$ cat src/rtl/madgwick_stream_driver_pkg.sv
// Shared widths, depth/timeout defaults and FSM state type
// for the madgwick filter stream driver.
package madgwick_stream_driver_pkg;

    localparam int ACC_WIDTH      = 11;
    localparam int GYRO_WIDTH     = 14;
    localparam int Q_WIDTH        = 16;
    localparam int STREAM_DEPTH   = 4;
    localparam int STREAM_TIMEOUT = 1024;

    typedef enum logic [1:0] {
        ST_IDLE,
        ST_ISSUE,
        ST_COLLECT
    } state_t;

endpackage

$ cat src/rtl/madgwick_sample_fifo.sv
// Sync first-word-fall-through sample FIFO.
// Ports: clk/rst, push/din, pop/dout (head), full, empty.
module madgwick_sample_fifo
    import madgwick_stream_driver_pkg::*;
#(
    parameter int W     = 75,
    parameter int DEPTH = STREAM_DEPTH
) (
    input  logic         clk,
    input  logic         rst,
    input  logic         push,
    input  logic [W-1:0] din,
    input  logic         pop,
    output logic [W-1:0] dout,
    output logic         full,
    output logic         empty
);

    localparam int AW = $clog2(DEPTH);

    // Extra MSB on each pointer separates full from empty.
    logic [AW:0]  wr_ptr;
    logic [AW:0]  rd_ptr;
    logic [W-1:0] mem [DEPTH];

    logic do_pop;
    logic do_push;

    assign empty = (wr_ptr == rd_ptr);
    assign full  = (wr_ptr[AW] != rd_ptr[AW]) &&
                   (wr_ptr[AW-1:0] == rd_ptr[AW-1:0]);
    assign dout  = mem[rd_ptr[AW-1:0]];

    assign do_pop  = pop && !empty;
    assign do_push = push && (!full || do_pop);

    always_ff @(posedge clk or posedge rst) begin
        if (rst) begin
            wr_ptr <= '0;
            rd_ptr <= '0;
        end else begin
            if (do_push) wr_ptr <= wr_ptr + 1'b1;
            if (do_pop)  rd_ptr <= rd_ptr + 1'b1;
        end
    end

    always_ff @(posedge clk) begin
        if (do_push) mem[wr_ptr[AW-1:0]] <= din;
    end

endmodule

$ cat src/rtl/madgwick_stream_driver.sv
// Buffers IMU samples, drives the madgwick filter handshakes and
// captures quaternions with counters, latency and a watchdog.
// Ports: sample input (smp_*), filter side (filt_*),
// results (q_out, q_update, sample_cnt, drop_cnt, last_latency),
// status (busy, timeout_err, err_clr), control (enable).
module madgwick_stream_driver
    import madgwick_stream_driver_pkg::*;
#(
    parameter int          ACC_W   = ACC_WIDTH,
    parameter int          GYRO_W  = GYRO_WIDTH,
    parameter int          Q_W     = Q_WIDTH,
    parameter logic [15:0] Q_ONE   = 16'h4000,
    parameter int          DEPTH   = STREAM_DEPTH,
    parameter int          CNT_W   = 16,
    parameter int          LAT_W   = 16,
    parameter int          TIMEOUT = STREAM_TIMEOUT
) (
    input  logic                clk,
    input  logic                rst,
    input  logic                enable,
    input  logic                smp_valid,
    input  logic [3*ACC_W-1:0]  smp_acc,
    input  logic [3*GYRO_W-1:0] smp_gyro,
    output logic                filt_valid_in,
    input  logic                filt_ready_in,
    output logic [3*ACC_W-1:0]  filt_acc,
    output logic [3*GYRO_W-1:0] filt_gyro,
    input  logic                filt_valid_out,
    output logic                filt_ready_out,
    input  logic [4*Q_W-1:0]    filt_q,
    output logic [4*Q_W-1:0]    q_out,
    output logic                q_update,
    output logic [CNT_W-1:0]    sample_cnt,
    output logic [CNT_W-1:0]    drop_cnt,
    output logic [LAT_W-1:0]    last_latency,
    output logic                busy,
    output logic                timeout_err,
    input  logic                err_clr
);

    localparam int FW   = 3*ACC_W + 3*GYRO_W;
    localparam int WD_W = (TIMEOUT > 1) ? $clog2(TIMEOUT) : 1;
    localparam logic [WD_W-1:0] WD_LAST =
        WD_W'((TIMEOUT > 0) ? TIMEOUT - 1 : 0);

    localparam logic [4*Q_W-1:0] Q_RST =
        {{(3*Q_W){1'b0}}, Q_W'(Q_ONE)};

    state_t          state;
    logic [WD_W-1:0] wd_cnt;
    logic [LAT_W-1:0] lat_cnt;

    logic [FW-1:0] head;
    logic          full;
    logic          empty;
    logic          pop;
    logic          push;
    logic          drop;
    logic          wd_hit;

    // Watchdog fires only when the pending handshake has not happened.
    assign wd_hit = (TIMEOUT > 0) && (wd_cnt == WD_LAST) &&
                    ((state == ST_ISSUE   && !filt_ready_in) ||
                     (state == ST_COLLECT && !filt_valid_out));

    // A watchdog abort in ISSUE discards the head entry.
    assign pop  = (state == ST_ISSUE) && (filt_ready_in || wd_hit);
    assign push = smp_valid && enable && (!full || pop);
    assign drop = smp_valid && enable && full && !pop;

    assign busy = (state != ST_IDLE) || !empty;

    madgwick_sample_fifo #(
        .W     (FW),
        .DEPTH (DEPTH)
    ) u_fifo (
        .clk   (clk),
        .rst   (rst),
        .push  (push),
        .din   ({smp_gyro, smp_acc}),
        .pop   (pop),
        .dout  (head),
        .full  (full),
        .empty (empty)
    );

    always_ff @(posedge clk or posedge rst) begin
        if (rst) begin
            state          <= ST_IDLE;
            wd_cnt         <= '0;
            lat_cnt        <= '0;
            filt_valid_in  <= 1'b0;
            filt_ready_out <= 1'b0;
            filt_acc       <= '0;
            filt_gyro      <= '0;
            q_out          <= Q_RST;
            q_update       <= 1'b0;
            sample_cnt     <= '0;
            drop_cnt       <= '0;
            last_latency   <= '0;
            timeout_err    <= 1'b0;
        end else begin
            q_update <= 1'b0;
            if (drop && drop_cnt != '1) drop_cnt <= drop_cnt + 1'b1;
            // Cleared here; a same-cycle timeout below overrides.
            if (err_clr) timeout_err <= 1'b0;

            unique case (state)
                ST_IDLE: begin
                    if (enable && !empty) begin
                        filt_acc      <= head[3*ACC_W-1:0];
                        filt_gyro     <= head[FW-1:3*ACC_W];
                        filt_valid_in <= 1'b1;
                        wd_cnt        <= '0;
                        state         <= ST_ISSUE;
                    end
                end
                ST_ISSUE: begin
                    if (filt_ready_in) begin
                        filt_valid_in  <= 1'b0;
                        filt_ready_out <= 1'b1;
                        lat_cnt        <= '0;
                        wd_cnt         <= '0;
                        state          <= ST_COLLECT;
                    end else if (wd_hit) begin
                        timeout_err   <= 1'b1;
                        filt_valid_in <= 1'b0;
                        state         <= ST_IDLE;
                    end else begin
                        wd_cnt <= wd_cnt + 1'b1;
                    end
                end
                ST_COLLECT: begin
                    if (filt_valid_out) begin
                        q_out          <= filt_q;
                        q_update       <= 1'b1;
                        filt_ready_out <= 1'b0;
                        state          <= ST_IDLE;
                        if (sample_cnt != '1)
                            sample_cnt <= sample_cnt + 1'b1;
                        last_latency <= (lat_cnt == '1) ?
                                        lat_cnt : lat_cnt + 1'b1;
                    end else if (wd_hit) begin
                        timeout_err    <= 1'b1;
                        filt_ready_out <= 1'b0;
                        state          <= ST_IDLE;
                    end else begin
                        wd_cnt <= wd_cnt + 1'b1;
                        if (lat_cnt != '1) lat_cnt <= lat_cnt + 1'b1;
                    end
                end
                default: state <= ST_IDLE;
            endcase
        end
    end

endmodule

$ cat config.mk
export PLATFORM = sky130hd
export DESIGN_NAME = madgwick_stream_driver
export DESIGN_NICKNAME = d
export VERILOG_FILES = /design/src/rtl/madgwick_stream_driver_pkg.sv /design/src/rtl/madgwick_sample_fifo.sv /design/src/rtl/madgwick_stream_driver.sv
export SDC_FILE = /design/constraint.sdc
export NUM_CORES = 1
export LEC_CHECK = 0
export BUFFER_PORTS_ARGS = -buffer_cell sky130_fd_sc_hd__buf_2
export CAP_MARGIN = 5
export CELL_PAD_IN_SITES_DETAIL_PLACEMENT = 1
export CELL_PAD_IN_SITES_GLOBAL_PLACEMENT = 2
export CORE_MARGIN = 2
export CORE_UTILIZATION = 40
export DETAILED_ROUTE_END_ITERATION = 12
export PLACE_DENSITY_LB_ADDON = 0.1
export SYNTH_ARGS = -nofsm -noshare
export SYNTH_HDL_FRONTEND = slang
export SYNTH_SLANG_ARGS = --single-unit
$ cat constraint.sdc
create_clock -name clk -period 8.8 [get_ports clk]
set_input_delay 1.76 -clock clk [delete_from_list [all_inputs] [get_ports clk]]
set_output_delay 1.76 -clock clk [all_outputs]
set_load 0.005 [all_outputs]
==> flow_metrics.env <==
export IMPL_wirelength_um=48800
export IMPL_clock_skew_ns=0.0233
export IMPL_synth_seq_cells=525
export IMPL_start_kind="register"
export IMPL_track_usage_pct=18.6
export IMPL_drive_gt1_share_pct=36.6
export IMPL_pre_cts_ws_ns=4.29
export IMPL_num_rows=82
export IMPL_post_route_period_util_pct=43.9
export IMPL_core_sq_um=50300
export IMPL_clockBufferDepth=3
export IMPL_ys_seq_area_share_pct=71.7
export IMPL_place_area_sq_um=22800
export IMPL_p_int_mw=5.71
export IMPL_gp_congestion=0.772
export IMPL_synth_top_cell_area_share_pct=44.1
export IMPL_holdCritPathClass="reg -> reg"
export IMPL_antenna_found_initial=14
export IMPL_root_buffer="clkbuf_16"
export IMPL_max_freq_mhz=259
export IMPL_fin_util_pct=49.5
export IMPL_cp_endpoint="busy"
export IMPL_wire_per_inst_um=20.6
export IMPL_maxSlewHeadroom_pct=31.6
export IMPL_htreeDepth=2
export IMPL_grt_max_degree=119
export IMPL_r2r_slack_ns=5.35
export IMPL_fin_area_sq_um=24900
export IMPL_cts_reportedPaths_clkPinSlew_ns=0.06
export IMPL_slowest_delay_ns=0.82
export IMPL_reg2reg_from="state[1]"
export IMPL_die_y_um=230
export IMPL_yosysWarnings=0
export IMPL_setup_viol=0
export IMPL_synthTopCellsByArea="edfxtp_1, dfrtp_1, mux4_2"
export IMPL_cts_tree="done"
export IMPL_setup_tns_ns=0
export IMPL_areaGrowthSynthToFinish_pct=21.8
export IMPL_leakage_nw=10.2
export IMPL_cts_resized=0
export IMPL_ys_async_sr_fraction_pct=42.9
export IMPL_overflow=0
export IMPL_finalHoldViolations=0
export IMPL_synth_flop_cell="edfxtp_1"
export IMPL_power_density_nw_per_um2=324
export IMPL_viasPerCell=5.03
export IMPL_synth_edf_count=300
export IMPL_finalCriticalPeriod_ns=3.86
export IMPL_tightest_slew_ns=1.03
export IMPL_grt_pass1_vias=12840
export IMPL_clock_latency_ns=0.62
export IMPL_n_fill_cell=5018
export IMPL_layout_nets=1800
export IMPL_initial_core_util_pct=40.6
export IMPL_critical_path_top_delay_family="flip-flops"
export IMPL_synth_most_common_cell="edfxtp_1"
export IMPL_drc_errors=0
export IMPL_vdd_ir_drop_max_v=0.000185
export IMPL_hpwl_um=31300
export IMPL_synth_common_cells="edfxtp_1, nand2_1, dfrtp_1"
export IMPL_avgSynthCellArea_sq_um=15.9
export IMPL_fp_dieW_um=230
export IMPL_io_buffers=337
export IMPL_p_sw_mw=2.35
export IMPL_drt_iter0_drc=577
export IMPL_p_sw_share_pct=29.2
export IMPL_dieArea_sq_um=52900
export IMPL_r2r_end="u_fifo.mem[1][1]"
export IMPL_maxCapViolCount=0
export IMPL_power_mw=8.07
export IMPL_cp_num_cells=4
export IMPL_boundaryPins=338
export IMPL_clkPwrFrac_pct=31.1
export IMPL_critical_path_required_ns=7.04
export IMPL_worst_path_buf_inv=1
export IMPL_worstPathArrival_ns=2.10
export IMPL_p_comb_share_pct=25.1
export IMPL_ant_nets=0
export IMPL_rsz0062_at_grt="no"
export IMPL_cts_hold_buf=0
export IMPL_status="finished clean"
export IMPL_synth_cells=1288
export IMPL_crit_path_max_fanout=29
export IMPL_yosysUniqueCellTypes=57
export IMPL_cpMaxStageDelayCell="dfrtp_4"
export IMPL_r2r_cells=7
export IMPL_slew_viol_final=0
export IMPL_cts_made_buffers=57
export IMPL_cts_num_sinks=525
export IMPL_path_cells="xor2_1, nor2_1, nand3_1, buf_2"
export IMPL_fin_ws_ns=4.94
export IMPL_p_seq_share_pct=43.7
export IMPL_firstDrtPassIters=4
export IMPL_startpoint="u_fifo.rd_ptr[0]"
export IMPL_synth_area_sq_um=20400
export IMPL_grt_pass1_wl_um=75800
export IMPL_routed_via_count=11900
export IMPL_synth_top_area_cell="edfxtp_1"
export IMPL_crit_path_end_kind="primary output"
export IMPL_crit_type="reg -> out"
export IMPL_post_cts_setup_buffers=0
export IMPL_syn_num_nets=1447
==> cells by family (layout without fill, tap and decap cells) <==
logic type	after synthesis	after routing	share of synthesized area, %
buffers and inverters	71	473	1.46
muxes	157	157	12.8
adders and majority gates	13	13	0.796
other	0	5	0
xor gates and xnor gates	43	43	1.84
AOI/OAI and AO/OA	94	94	3.10
DFF	525	525	71.7
and+or+nand+nor	385	385	8.35
==> worst min-delay path by stage <==
stage	start	endpoint	slack (ns)	cells past startpoint
final	q_out[14]	q_out[14]	0.46	2
after global routing	q_out[3]	q_out[3]	0.48	2
after CTS	q_out[14]	q_out[14]	0.47	2
after detailed placement	q_out[14]	q_out[14]	0.46	2
after global placement	q_out[14]	q_out[14]	0.45	2
after floorplan	q_out[14]	q_out[14]	0.45	2
==> state kept, by name, indices dropped and copies added, names as in the netlist <==
| register | flops |
|---|---|
| filt_acc | 33 |
| wd_cnt | 10 |
| state | 2 |
| last_latency | 16 |
| u_fifo.rd_ptr | 3 |
| u_fifo.mem | 300 |
| filt_valid_in | 1 |
| filt_gyro | 42 |
| timeout_err | 1 |
| lat_cnt | 16 |
| drop_cnt | 16 |
| q_out | 64 |
| sample_cnt | 16 |
| u_fifo.wr_ptr | 3 |
| filt_ready_out | 1 |
| q_update | 1 |
==> worst register-to-register path, delay by kind of cell, from the launching register on <==
family,cells,cell delay (ns)
fa+ha+maj,1,0.33
flops,1,0.39
buf+inv,2,0.72
compound gates,2,0.79
simple gates,2,0.83
==> cell usage in the layout, fill, tap and decap left out, types with 9 or more instances in the layout <==
cell,synthesis,routed
nand3_1,26,26
xnor2_1,21,21
o21ai_0,21,21
buf_4,0,11
nor2_1,55,55
ha_1,13,13
xor2_1,22,22
and3_1,10,10
nand2_1,227,225
a31oi_1,12,12
buf_2,8,337
clkinv_2,0,12
and4_1,9,9
edfxtp_1,300,300
mux2_2,80,80
mux4_2,75,75
clkbuf_16,0,59
nor3_1,10,10
a221o_1,9,9
a21oi_1,19,19
dfrtp_1,224,222
clkbuf_1,38,9
inv_1,16,15
==> metal layers <==
| metal | vias to the layer above | track usage (%) | part of all wire (%) |
|---|---|---|---|
| met5 | - | 0.460 | 0.22 |
| met4 | 16 | 5.10 | 2.1 |
| met3 | 84 | 4.71 | 6.1 |
| met2 | 253 | 31.6 | 50 |
| met1 | 6064 | 23.8 | 42 |
| li1 | 5483 | - | - |
==> area by class of cell <==
| cell class | count | area, sq um | area share, % |
|---|---|---|---|
| repair buffers | 348 | 1770 | 7.11 |
| diodes | 5 | 12.5 | 0.0503 |
| inverters | 17 | 71.3 | 0.287 |
| flip-flops and latches | 525 | 14600 | 58.9 |
| clock inverters | 32 | 404 | 1.62 |
| multi-input cells | 692 | 5510 | 22.1 |
| well taps | 672 | 841 | 3.38 |
| clock buffers | 76 | 1620 | 6.51 |
==> through the flow <==
stage | instances | hold slack (ns)
detailed placement | 2254 | 0.456
global route | 2364 | 0.483
global placement | 2254 | 0.446
floorplan | 1288 | 0.448
finish | 2367 | 0.460
CTS | 2362 | 0.467
==> power by group through the flow <==
stage | clock [mW] | sequential (mW) | combinational (mW)
after floorplan | 0 | 3.50 | 1.28
after global placement | 0 | 3.56 | 2.06
after detailed placement | 0 | 3.59 | 2.09
after CTS | 2.59 | 3.54 | 2.10
after global routing | 2.68 | 3.61 | 2.25
final | 2.51 | 3.53 | 2.03
Power figures use the tool's default switching activity.
